--- src/rtl/mips_avalon_master.sv ---
// mips_avalon_master: MIPS load/store port to Avalon-MM master bridge with lane steering, load extension and wait timeout
module mips_avalon_master #(
   parameter int TIMEOUT       = 256,
   parameter int ADDR_MASK_LOW = 1
) (
   input  logic        clk,
   input  logic        rst,
   input  logic        req_valid,
   output logic        req_ready,
   input  logic        req_we,
   input  logic [1:0]  req_size,
   input  logic        req_signed,
   input  logic [31:0] req_addr,
   input  logic [31:0] req_wdata,
   output logic        resp_valid,
   output logic [31:0] resp_rdata,
   output logic        resp_err,
   output logic [31:0] address,
   output logic        read,
   output logic        write,
   output logic [31:0] writedata,
   output logic [3:0]  byteenable,
   input  logic        waitrequest,
   input  logic [31:0] readdata
);
   typedef enum logic [1:0] {IDLE, BUS, RESP} state_t;
   localparam int CW = $clog2(TIMEOUT + 1);
   state_t state, state_nx;
   logic [CW-1:0] cnt;
   logic [1:0] off, size;
   logic sgn, we, err;
   logic [31:0] rdata, wd_nx, ext;
   logic [3:0] be_nx;
   logic [7:0] b;
   logic [15:0] h;
   logic accept, bad, done, abort;
   assign req_ready  = state == IDLE;
   assign accept     = req_valid && req_ready;
   assign bad        = req_size == 2'b11 || (req_size == 2'b01 && req_addr[0]) || (req_size == 2'b10 && req_addr[1:0] != 2'b00);
   assign done       = state == BUS && !waitrequest;
   assign abort      = state == BUS && waitrequest && cnt == CW'(TIMEOUT);
   assign resp_valid = state == RESP;
   assign resp_rdata = resp_valid ? rdata : 32'h0;
   assign resp_err   = resp_valid && err;
   assign be_nx = req_size == 2'b00 ? 4'b0001 << req_addr[1:0] :
                  req_size == 2'b01 ? 4'b0011 << req_addr[1:0] : 4'b1111;
   assign wd_nx = !req_we ? 32'h0 :
                  req_size == 2'b00 ? {4{req_wdata[7:0]}} :
                  req_size == 2'b01 ? {2{req_wdata[15:0]}} : req_wdata;
   assign b   = readdata[{off, 3'b000} +: 8];
   assign h   = readdata[{off[1], 4'b0000} +: 16];
   assign ext = size == 2'b00 ? {{24{sgn && b[7]}}, b} :
                size == 2'b01 ? {{16{sgn && h[15]}}, h} : readdata;
   always_comb begin
      state_nx = state;
      if (state == IDLE && accept)
         state_nx = bad ? RESP : BUS;
      else if (done || abort)
         state_nx = RESP;
      else if (state == RESP)
         state_nx = IDLE;
   end
   always_ff @(posedge clk)
      state <= rst ? IDLE : state_nx;
   // bus signals are loaded once at acceptance, which keeps them stable for the whole BUS phase
   always_ff @(posedge clk) begin
      if (rst) begin
         cnt        <= '0;
         off        <= '0;
         size       <= '0;
         sgn        <= 1'b0;
         we         <= 1'b0;
         err        <= 1'b0;
         rdata      <= '0;
         address    <= '0;
         writedata  <= '0;
         byteenable <= '0;
         read       <= 1'b0;
         write      <= 1'b0;
      end else begin
         if (accept) begin
            off   <= req_addr[1:0];
            size  <= req_size;
            sgn   <= req_signed;
            we    <= req_we;
            err   <= bad;
            rdata <= '0;
            cnt   <= '0;
            if (!bad) begin
               address    <= ADDR_MASK_LOW != 0 ? {req_addr[31:2], 2'b00} : req_addr;
               byteenable <= be_nx;
               writedata  <= wd_nx;
               read       <= !req_we;
               write      <= req_we;
            end
         end
         if (state == BUS && waitrequest)
            cnt <= cnt + 1'b1;
         if (done || abort) begin
            read  <= 1'b0;
            write <= 1'b0;
            err   <= abort;
            rdata <= done && !we ? ext : 32'h0;
         end
      end
   end
endmodule

--- config.mk ---
export PLATFORM = sky130hd
export DESIGN_NAME = mips_avalon_master
export DESIGN_NICKNAME = d
export VERILOG_FILES = /design/src/rtl/mips_avalon_master.sv
export SDC_FILE = /design/constraint.sdc
export NUM_CORES = 1
export LEC_CHECK = 0
export CAP_MARGIN = 15
export CORE_MARGIN = 2
export CORE_UTILIZATION = 45
export DETAILED_ROUTE_END_ITERATION = 8
export HOLD_SLACK_MARGIN = 0.12
export PLACE_DENSITY = 0.81
export SLEW_MARGIN = 20
export SYNTH_ARGS = -nofsm -noshare
export SYNTH_HDL_FRONTEND = slang
export SYNTH_SLANG_ARGS = --single-unit
--- constraint.sdc ---
create_clock -name clk -period 2.5 [get_ports clk]
set_input_delay 0.75 -clock clk [delete_from_list [all_inputs] [get_ports clk]]
set_output_delay 0.75 -clock clk [all_outputs]
set_load 0.05 [all_outputs]
==> results of run 1 <==
-- placed cells by master (no fill, tap or decap), drive strengths merged, types with 10 or more instances in the layout --
| cell type | Yosys | layout |
|---|---|---|
| a21oi | 42 | 42 |
| a22oi | 34 | 34 |
| o21ai | 11 | 11 |
| nor2 | 60 | 60 |
| clkbuf | 23 | 27 |
| mux2 | 19 | 19 |
| and2 | 33 | 33 |
| nand2 | 88 | 88 |
| clkdlybuf4s50 | 0 | 170 |
| dfxtp | 118 | 118 |
| buf | 33 | 66 |
| o2bb2ai | 10 | 10 |
| inv | 16 | 16 |
| o22ai | 16 | 16 |
| a221o | 24 | 24 |
-- cell families (layout without fill, tap and decap cells) --
logic type      after synthesis  count (layout)
buf+inv                      73             284
flops                       118             118
simple gates                218             218
other cells                   1               2
fa+ha+maj                     6               6
compound gates              167             167
mux                          35              35
-- area by class of cell --
| type | instances | area (um^2) |
|---|---|---|
| clock inverters | 4 | 20.02 |
| repair buffers | 236 | 2686 |
| multi-input cells | 428 | 2872 |
| fillers | 909 | 3393 |
| inverters | 17 | 63.81 |
| flip-flops and latches | 118 | 2364 |
| well taps | 168 | 210.2 |
| clock buffers | 27 | 503.0 |
-- layer usage --
layer  up-vias  part of all wire (%)  GRT usage, %
li1       2611                     -             -
met1      2678                    39         29.89
met2       237                    49         44.09
met3        46                   8.5         9.571
met4         0                   3.2         12.22
met5         -                     0             0
-- timing repair --
item                                    CTS  global route
hold buffers                              0             0
resized for setup                         1             1
endpoints found under the setup margin   33            18
-- flip-flops by register name, indices dropped and copies added, names as in the netlist, 2 cells and up --
register	count
rdata	32
writedata	32
address	30
cnt	9
byteenable	4
off	2
size	2
state	2
-- path summary, 6_finish.rpt --
kind            start             end  slack (ps)  depth (start not counted)
max reg2reg    cnt[0]        state[0]         570                          8
max          state[1]  resp_rdata[23]         100                          4
min          rdata[6]        rdata[6]         450                          1
min reg2reg  rdata[6]        rdata[6]         450                          1
-- per-stage QoR --
| step | cell area [um^2] | std cells | setup WS, ps | total power, mW |
|---|---|---|---|---|
| 2_1_floorplan | 5614 | 619 | 136.7 | 2.612 |
| 3_3_place_gp | 8188 | 967 | -63.15 | 3.002 |
| 3_5_place_dp | 8188 | 967 | -251.4 | 3.030 |
| 4_1_cts | 8712 | 998 | 24.87 | 5.191 |
| 5_1_grt | 8718 | 998 | 9.189 | 5.343 |
| 6_report | 8718 | 998 | 101.2 | 5.161 |
-- critical path: stages (launching register included) --
cell     delay [ps]
dfxtp_2         430
nor2b_1         190
buf_6           220
and2_1          230
buf_12          160
-- power by group through the flow --
| stage | sequential, mW | combinational, mW | clock [mW] |
|---|---|---|---|
| final | 2.00 | 1.00 | 2.16 |
| after global routing | 2.01 | 1.07 | 2.27 |
| after CTS | 2.00 | 1.00 | 2.19 |
| after detailed placement | 2.04 | 0.994 | 0 |
| after global placement | 2.03 | 0.970 | 0 |
| after floorplan | 2.18 | 0.429 | 0 |
==> results_dict.tcl, run 1 <==
set metrics [dict create \
    core_region_area_um2 12110 \
    fin_tns_setup_ps 0 \
    holdCritPathClass "register to register" \
    synth_commonest_cells "dfxtp_1 (118), nand2_1 (87), nor2_1 (60), a21oi_1 (42), a22oi_1 (34)" \
    die_w_um 115.6 \
    critPathKind "register to output pin" \
    crit_path_end_kind "output pin" \
    cts_root_buf "clkbuf_16" \
    wl_per_cell_um 17.63 \
    async_flop_share_pct 0 \
    synth_area_um2 5609 \
    outcome "complete, no violations" \
    crit_required_ps 1750 \
    dieArea_um2 13370 \
    grt_antenna_before_repair 1 \
    synth_most_common_cell "dfxtp_1" \
    synth_seq_cells 118 \
    fmax_ghz 0.4169 \
    grt_max_degree 74 \
    vias 5572 \
    rows 40 \
    syn_avg_cell_area_um2 9.076 \
    synthXorXnorAreaFrac_pct 0 \
    powerDensity_nw_per_um2 592.0 \
    grt_pass1_wl_um 27530 \
    area_growth_pct 55.43 \
    internal-power_mw 3.754 \
    worst_slew_pin_slew_ps 744.6 \
    drc 0 \
    detail_route.first_pass.iterations 5 \
    switchingPower_mw 1.407 \
    layout.nets 928 \
    antenna_left 0 \
    final_util_pct 71.98 \
    layout-drive-gt1-share_pct 16.51 \
    synthSimpleGateAreaFrac_pct 18.60 \
    diodes 0 \
    cts_setup_buffers 0 \
    period_share_pct 95.95 \
    final-hold-violation-count 0 \
    overflow 0 \
    critical_path_peak_fanout 34 \
    synth_edf_count 0 \
    p_seq_share_pct 38.8 \
    drt_iter0_markers 270 \
    synth_top_area_cell "dfxtp_1" \
    clock_sinks 118 \
    start_util_pct 46.31 \
    final.setup_skew_ps 7.346 \
    ir_drop_mv 0.4641 \
    syn_inst 618 \
    start_kind "register" \
    timing.hold.ws_ps 452.4 \
    worstSkewPairLatency_ps 410 \
    drv_cap 0 \
    swShare_pct 27.26 \
    synth_compound_area_share_pct 22.62 \
    cts_htree_levels 4 \
    path_clk_slew_ps 50 \
    yosys_warnings 0 \
    rsz0062_at_grt "no" \
    grt_util_all_layers_pct 26.27 \
    setup_viol 0 \
    synth_top_area_share_pct 42.11 \
    cts-buffers-inserted 17 \
    synth_top_family_by_area "compound AO/OA/AOI/OAI gates" \
    p_clk_share_pct 41.8 \
    yosysSeqAreaShare_pct 42.11 \
    comb_power_share_pct 19.4 \
    io_buffers 206 \
    clk_path_buf_depth 2 \
    grt_pass1_vias 5575 \
    die_h_um 115.6 \
    synth.area.top_cells "dfxtp_1 (42%), nand2_1 (5.8%), a22oi_1 (4.6%)" \
    routed_via_density 5.583 \
    synth_flop_cell "dfxtp_1" \
    relSlewSlack_pct 50.36 \
    arrival_ps 1650 \
    period_needed_ps 2399 \
    yosys.area_share.adder_pct 1.338 \
    power_leakage_nw 3.272 \
    wl_um 17600 \
    cts_tree "done" \
    dp_hpwl_um 12740 \
    synthMuxAreaShare_pct 8.454 \
    gp_congestion 0.9150 \
    yosys.cell_types.count 54 \
    slew_viol_final 0 \
    ios 209 \
]
(Power assumes the default switching activity.)
==> run 2, diff against run 1 <==
Settings changed: CORE_MARGIN 2 to 5, GPL_TIMING_DRIVEN set to 0, SKIP_LAST_GASP set to 1.
==> run 2 against run 1 <==
Against the previous run:
- worst hold slack better by 3.2 ps
- non-clock buffer count is 25 higher
- design area is 4.1% lower
- total power is 2.1% higher
- via count is 2.3% higher
- die area is 11% higher
- global-route usage is 0.94 points lower
- combinational power hardly changed
- count of clock-buffer cells in the layout is 1 lower
- clock skew is 0.76 ps lower
- utilization is 3.0 points lower
- critical path type unchanged
- largest power group unchanged
==> results_dict.tcl, run 2 (same netlist as run 1, synthesis figures left out) <==
set metrics [dict create \
    worstSkewPairLatency_ps 410 \
    period_share_pct 98.89 \
    seq_area_um2 2366 \
    die_w_um 121.6 \
    min_path_cells 2 \
    final_common_cell "clkdlybuf4s50_1" \
    holdBufCountCts 0 \
    layout_common_cells "clkdlybuf4s50_1 (168), dfxtp_1 (117), nand2_1 (87)" \
    rows 40 \
    fill_cells 970 \
    r2r_slack_ps 460 \
    routed_via_density 5.574 \
    clock_sinks 118 \
    drt_iter0_markers 392 \
    outcome "complete, no violations" \
    start_util_pct 46.31 \
    crit_required_ps 1750 \
    drc 0 \
    grt_pass1_wl_um 29600 \
    clk_path_buf_depth 2 \
    r2r-end "rdata[13]" \
    area_growth_pct 48.98 \
    wl_per_cell_um 18.57 \
    slew_viol_final 0 \
    dieArea_um2 14800 \
    holdCritPathClass "register to register" \
    drv_cap 0 \
    wl_um 19000 \
    core_region_area_um2 12110 \
    cts_htree_levels 4 \
    ios 209 \
    detail_route.first_pass.iterations 5 \
    worst_slew_pin_slew_ps 705.0 \
    setup_viol 0 \
    start_kind "register" \
    overflow 0 \
    dp_hpwl_um 14520 \
    layout.nets 953 \
    holdPathEnd "address[31]" \
    die_h_um 121.6 \
    io_buffers 204 \
    period_needed_ps 2472 \
    relSlewSlack_pct 52.83 \
    grt_antenna_before_repair 1 \
    cts_root_buf "clkbuf_16" \
    grt_util_all_layers_pct 25.34 \
    crit_path_end_kind "output pin" \
    placed_cells 991 \
    cts-buffers-inserted 17 \
    power_leakage_nw 3.237 \
    final-hold-violation-count 0 \
    fmax_ghz 0.4045 \
    ff2ff_path_depth 7 \
    ir_drop_mv 0.4682 \
    power.total_mw 5.269 \
    cts_tree "done" \
    layout-drive-gt1-share_pct 17.10 \
    vias 5702 \
    hold_start "address[31]" \
    top_regs "rdata (32), writedata (32), address (30)" \
    powerDensity_nw_per_um2 630.5 \
    arrival_ps 1720 \
    rsz0062_at_grt "yes" \
    gp_congestion 0.8855 \
    antenna_left 0 \
    grt_max_degree 17 \
    r2r_start "cnt[0]" \
    path_clk_slew_ps 60 \
    finalNonFillerCells 1023 \
    multi_input_area_um2 2877 \
    critPathKind "register to output pin" \
    final.setup_skew_ps 6.590 \
    critical_path_peak_fanout 10 \
    grt_pass1_vias 5672 \
]
-- run 2: cell count changes in the layout (fill, tap and decap cells not counted), moves of 4 or more --
cell	change
buf_6	+6
clkbuf_4	+9
buf_12	-39
clkbuf_1	+15
clkbuf_2	+4
buf_2	+23
-- run 2: worst max-delay path, cell delays in order (launching register included) --
cell and delay, ps:
dfxtp_1 300, buf_4 170, nor2b_4 210, clkbuf_4 240, and2_1 160, clkbuf_4 230
-- run 2: area by class of cell --
| type | count | share of cell area, % |
|---|---|---|
| Antenna cell | 1 | 0.02994 |
| Inverter | 17 | 0.7636 |
| Sequential cell | 118 | 28.31 |
| Timing Repair Buffer | 205 | 23.51 |
| Clock buffer | 26 | 5.974 |
| Tap cell | 168 | 2.515 |
| Multi-Input combinational cell | 428 | 34.42 |
| Buffer | 56 | 3.938 |
| Clock inverter | 4 | 0.5390 |
-- run 2: stage by stage --
stage	hold slack (ps)	utilization [%]	setup TNS [ps]	setup WS, ps	instance area [um^2]
final	455.6	69.00	0	27.78	8357
after floorplan	424.2	-	0	136.7	5614
after detailed placement	443.7	64.95	-41430	-648.8	7866
after global routing	478.5	69.00	-57.09	-48.31	8357
after CTS	457.1	68.74	-50.21	-50.21	8325
after global placement	442.0	64.95	-34760	-607.6	7866
-- run 2: repair_timing --
item,in CTS,in global routing
setup buffers,0,1
gates resized for setup,189,18
endpoints found under the setup margin,55,81
-- run 2: how the worst max path moves through the flow --
stage          cells past startpoint             end  slack (ps)      from
6_report                           5  resp_rdata[20]          30  state[0]
5_1_grt                            5  resp_rdata[20]         -50  state[0]
4_1_cts                            4  resp_rdata[20]         -50  state[1]
3_5_place_dp                       4  resp_rdata[20]        -650  state[1]
3_3_place_gp                       4  resp_rdata[20]        -610  state[1]
2_1_floorplan                      3  resp_rdata[22]         140  state[1]
-- run 2: where the power goes --
group | switching [mW] | internal (mW)
Sequential | 0.0423 | 1.95
Clock | 0.807 | 1.45
Combinational | 0.585 | 0.429
Total | 1.43 | 3.84
-- run 2: routing by layer --
metal / up-vias / GRT usage, % / share of wire, %
met5: - / 0 / 0
li1: 2666 / - / -
met3: 44 / 9.796 / 8.6
met2: 237 / 42.80 / 50
met1: 2755 / 29.13 / 40
met4: 0 / 9.314 / 2.2
==> run 3, diff against run 2 <==
Settings changed: CTS_CLUSTER_DIAMETER set to 60, GPL_ROUTABILITY_DRIVEN set to 0.
==> run 3 against run 2 <==
Against the previous run:
- die area unchanged
- via count up 0.82%
- critical path depth unchanged
- total power up 5.0%
- count of clock-buffer cells in the layout down 3
- global-route usage up 0.51 points
- utilization up 0.69 points
- critical path type unchanged
- combinational power about the same
==> results_dict.tcl, run 3 (same netlist as run 1, synthesis figures left out) <==
set metrics [dict create \
    outcome "complete, no violations" \
    relSlewSlack_pct 55.74 \
    grt_pass1_vias 5734 \
    wl_met2_um 9350 \
    ff2ff_path_depth 7 \
    cts_root_buf "clkbuf_16" \
    internal-power_mw 4.046 \
    ios 209 \
    overflow 0 \
    setup_viol 0 \
    placed_area_um2 7866 \
    post-place-ws_ps -646.2 \
    timing.hold.ws_ps 450.8 \
    arrival_ps 1730 \
    wl_met3_um 1772 \
    area_growth_pct 50.48 \
    drt_iter0_markers 482 \
    final_common_cell "clkdlybuf4s50_1" \
    hold_start "address[10]" \
    antenna_left 0 \
    io_buffers 204 \
    worst_slew_pin_slew_ps 661.5 \
    critical_path_peak_fanout 10 \
    wl_per_cell_um 18.80 \
    crit_required_ps 1750 \
    start_kind "register" \
    slew_viol_final 0 \
    p_seq_share_pct 36.0 \
    slowest_stage "clkdlybuf4s15_2" \
    placed_cells 991 \
    rsz0062_at_grt "yes" \
    start_util_pct 46.31 \
    fmax_ghz 0.4032 \
    rows 40 \
    r2r-end "rdata[25]" \
    min_path_cells 2 \
    dieArea_um2 14800 \
    period_share_pct 99.21 \
    finalNonFillerCells 1023 \
    crit_path_end_kind "output pin" \
    layout_common_cells "clkdlybuf4s50_1 (169), dfxtp_1 (117), nand2_1 (87)" \
    swShare_pct 26.85 \
    final_cell_area_um2 8441 \
    cp_cell_sequence "buf_4 > nor2b_4 > buf_4 > and2_1 > clkdlybuf4s15_2" \
    layout-drive-gt1-share_pct 17.78 \
    powerDensity_nw_per_um2 655.3 \
    core_region_area_um2 12110 \
    period_needed_ps 2480 \
    final_util_pct 69.69 \
    detail_route.first_pass.iterations 5 \
    p_clk_share_pct 45.5 \
    routed.top_layer "met4" \
    grt_util_all_layers_pct 25.85 \
    layout.nets 952 \
    critPathKind "register to output pin" \
    critPathMostFrequentCell "buf_4" \
    routed_via_density 5.620 \
    vias 5749 \
    grt_max_degree 20 \
    met1Wirelength_um 7516 \
    dp_hpwl_um 14570 \
    final-hold-violation-count 0 \
    clock_sinks 118 \
    top_regs "rdata (32), writedata (32), address (30)" \
    cts-buffers-inserted 17 \
    grt_antenna_before_repair 0 \
    die_h_um 121.6 \
    grt_pass1_wl_um 29970 \
    r2r_slack_ps 460 \
    slowest_delay_ps 380 \
    cts_htree_levels 4 \
    ir_drop_mv 0.4775 \
    diodes 0 \
    power_leakage_nw 3.262 \
    final.setup_skew_ps 7.037 \
    path_clk_slew_ps 50 \
    cts_tree "done" \
    comb_power_share_pct 18.5 \
    wl_um 19240 \
    setup_ws_ps 19.84 \
    r2r_start "cnt[0]" \
    holdCritPathClass "register to register" \
    die_w_um 121.6 \
    drc 0 \
    drv_cap 0 \
    clk_path_buf_depth 2 \
    switchingPower_mw 1.485 \
    holdPathEnd "address[10]" \
    worstSkewPairLatency_ps 410 \
]
-- run 3: cell types whose count changed in the layout (fill, tap and decap cells not counted), sizes merged --
cell / previous run / this run
bufinv: 1 / 3
clkbuf: 55 / 54
clkinv: 4 / 6
diode: 1 / 0
dlymetal6s2s: 1 / 0
clkdlybuf4s50: 168 / 169
buf: 59 / 55
clkinvlp: 0 / 1
clkdlybuf4s15: 3 / 4
-- run 3: worst max path at each step --
stage / end / slack [ps] / startpoint
after floorplan: resp_rdata[22] / 140 / state[1]
after global placement: resp_rdata[17] / -600 / state[1]
after detailed placement: resp_rdata[20] / -650 / state[1]
after CTS: resp_rdata[20] / -70 / state[1]
after global routing: resp_rdata[31] / -40 / state[0]
final: resp_rdata[31] / 20 / state[0]
-- run 3: timing repair --
action,CTS,global route
hold endpoints to repair,0,0
hold buffers,0,0
setup endpoints to repair,48,64
gates resized for setup,188,29
buffers inserted,0,1
-- run 3: routing by layer --
metal  vias to the layer above  GRT usage, %
met5                         -             0
met1                      2747         29.86
met3                        53         9.378
met2                       283         43.45
li1                       2666             -
met4                         0         10.50
-- run 3: worst max-delay path, delay by kind of cell, from the launching register on --
| kind | cells | cell delay, ps |
|---|---|---|
| flops | 1 | 290 |
| buf+inv | 3 | 700 |
| simple gates | 2 | 330 |
-- run 3: layout make-up --
cell class	count	area, um^2
Tap cell	168	210.2
Buffer	55	337.8
Timing Repair Buffer	205	1976
Sequential cell	118	2366
Clock buffer	23	488.0
Clock inverter	9	122.6
Inverter	17	63.81
Fill cell	964	3671
Multi-Input combinational cell	428	2877
-- run 3: power by group through the flow --
stage	combinational (mW)	sequential, mW	clock (mW)
floorplan	0.429	2.18	0
detailed placement	0.998	2.03	0
CTS	1.01	1.99	2.53
global route	1.08	2.00	2.63
finish	1.02	1.99	2.52
global placement	0.979	2.03	0
-- run 3: stage by stage --
stage / TNS [ps] / power (mW)
floorplan: 0 / 2.612
global placement: -34560 / 3.005
detailed placement: -39790 / 3.028
CTS: -69.33 / 5.534
global route: -108.8 / 5.715
finish: 0 / 5.531
==> patch: new RTL, flow settings as in run 3 <==
Re-encode `state_t` (3 states) as one-hot, 3 bits wide.
--- a/src/rtl/mips_avalon_master.sv
+++ b/src/rtl/mips_avalon_master.sv
@@ -23,7 +23,7 @@
    input  logic        waitrequest,
    input  logic [31:0] readdata
 );
-   typedef enum logic [1:0] {IDLE, BUS, RESP} state_t;
+   typedef enum logic [2:0] {IDLE = 3'b001, BUS = 3'b010, RESP = 3'b100} state_t;
    localparam int CW = $clog2(TIMEOUT + 1);
    state_t state, state_nx;
    logic [CW-1:0] cnt;
Formal check against the unedited RTL: same outputs for any inputs over 4 cycles, from zero or initial values and one cycle with rst high; so few cycles prove little.
==> patch against run 3 <==
Total power is 2.8% lower. Sequential cell count is 1 higher. Maximum frequency is 2.8% higher. Register-to-register slack worse by 0.10 ns. Area after synthesis is 2.1% lower. Final area is 1.1% lower. First-iteration DRC count is 9.5% higher. Routed wire length is 3.3% lower. Worst setup slack better by 0.068 ns. Critical path type is now in2reg. Largest cell class unchanged. Highest routed layer unchanged.
==> patch: results (changes against run 3) <==
stage;metric;value;unit;change
outcome;outcome;completed;;unchanged
place;place_inst;963;;was 991
setup_path;worstRegToRegCells;7;;unchanged
finish;multi_input_area;2850;µm²;was 2880 µm²
logic_synthesis;synth_compound_area_share;23.3;%;was 22.6%
global_routing;grt_pass1_vias;5795;;was 5734
drt;viasPerCell;5.73;;was 5.62
logic_synthesis;synthAdderAreaFrac;1.37;%;was 1.34%
sta;fin_skew;0.00943;ns;was 0.00704 ns
drt;drt-initial-drc-count;528;;was 482
setup_path;slowest_stage;clkdlybuf4s50_1;;was clkdlybuf4s15_2
global_routing;grt_pass1_wl;29.4;mm;was 30.0 mm
finish;reg.largest.list;rdata (32), writedata (32), address (30);;unchanged
global_routing;antenna_found_initial;2;;was 0
place;placed_cell_area;7720;µm²;was 7870 µm²
logic_synthesis;avgSynthCellArea;8.99;µm²;was 9.08 µm²
logic_synthesis;ys_seq_area_share;43.4;%;was 42.1%
finish;num-fill-cells;927;;was 964
worst_hold_path;hp-class;reg2reg;;unchanged
logic_synthesis;synthTopCellsByCount;dfxtp_1 (119), nand2_1 (88), nor2_1 (45), a21oi_1 (44), clkbuf_1 (35);;was dfxtp_1 (118), nand2_1 (87), nor2_1 (60), a21oi_1 (42), a22oi_1 (34)
drt;avgRoutedWirePerCell;18.6;µm;was 18.8 µm
setup_path;startpoint;req_valid;;was state[0]
power_and_ir_drop;peakVddDrop;0.397;mV;was 0.477 mV
place;dp_hpwl;14.0;mm;was 14.6 mm
setup_path;reg2reg_setup_slack;0.36;ns;was 0.46 ns
sta;slew_headroom;52.7;%;was 55.7%
drt;wirelength;18.6;mm;was 19.2 mm
finish;drive_gt1_share;17.3;%;was 17.8%
global_routing;grt_max_degree;17;;was 20
logic_synthesis;synth.distinct_cells;59;;was 54
setup_path;path_delay_family;buffers and inverters;;unchanged
setup_path;rr_endpoint;rdata[14];;was rdata[25]
setup_path;max_stage_delay;0.52;ns;was 0.38 ns
setup_path;crit_end;byteenable[2];;was resp_rdata[31]
finish;fin_nets;947;;was 952
logic_synthesis;synthMuxAreaShare;6.97;%;was 8.45%
global_routing;grt_util_all_layers;25.3;%;was 25.9%
finish;area_growth;52.0;%;was 50.5%
power_and_ir_drop;leakage;0.00315;µW;was 0.00326 µW
logic_synthesis;yosys-top-cells-area;dfxtp_1 (43%), nand2_1 (6.0%), mux2_2 (4.9%);;was dfxtp_1 (42%), nand2_1 (5.8%), a22oi_1 (4.6%)
setup_path;crit_arrival;2.69;ns;was 1.73 ns
patch: where the power goes:
part           total [µW]  switching, µW  internal, µW
clock                2370            842          1530
combinational         988            567           421
sequential           2020           51.9          1970
total                5370           1460          3910
patch: area by class of cell:
class | instances | area share [%]
Tap cell | 147 | 2.20
Buffer | 54 | 3.34
Sequential cell | 119 | 28.6
Antenna cell | 2 | 0.0600
Inverter | 7 | 0.315
Timing Repair Buffer | 207 | 24.5
Clock buffer | 22 | 5.68
Clock inverter | 9 | 1.20
Multi-Input combinational cell | 431 | 34.1
patch: cells by family (layout without fill, tap and decap cells):
| kind of cell | count (synthesis) | after routing |
|---|---|---|
| buffers and inverters | 62 | 299 |
| flip-flops | 119 | 119 |
| multiplexers | 34 | 34 |
| adder cells (fa/ha/maj) | 6 | 6 |
| other | 1 | 4 |
| AO/OA/AOI/OAI | 175 | 175 |
| AND/OR/NAND/NOR | 214 | 214 |
patch: routing by layer:
metal / track usage, % / vias up / wire, µm
li1: - / 2661 / -
met1: 28.9 / 2715 / 7260
met4: 9.70 / 0 / 509
met3: 9.78 / 43 / 1880
met5: 0 / - / 0
met2: 42.8 / 297 / 8950
patch: worst min-delay path, stage by stage (launching register included):
cell and delay [ns]:
dfxtp_1 0.30, nand2_1 0.05, a21oi_1 0.05
patch: what timing repair did:
action | in CTS | in global routing
cloned | 0 | 0
setup endpoints to repair | 36 | 94
setup buffers | 3 | 0
resized for setup | 205 | 35
patch: worst min path at each step:
stage                 from          end  slack [ns]  cells past startpoint
2_1_floorplan     rdata[0]     rdata[0]        0.42                      1
3_3_place_gp      rdata[1]     rdata[1]        0.44                      1
3_5_place_dp   address[27]  address[27]        0.45                      2
4_1_cts        address[27]  address[27]        0.45                      2
5_1_grt        address[27]  address[27]        0.47                      2
6_report       address[13]  address[13]        0.45                      2
patch: through the flow:
stage                     hold slack (ns)  setup WS, ns  setup TNS, ns
after global placement              0.442        -0.944         -46.73
final                               0.452        0.0875              0
after floorplan                     0.424        0.0359              0
after global routing                0.468       -0.0772        -0.0987
after detailed placement            0.448        -0.971         -55.02
after CTS                           0.453       -0.0384        -0.0384
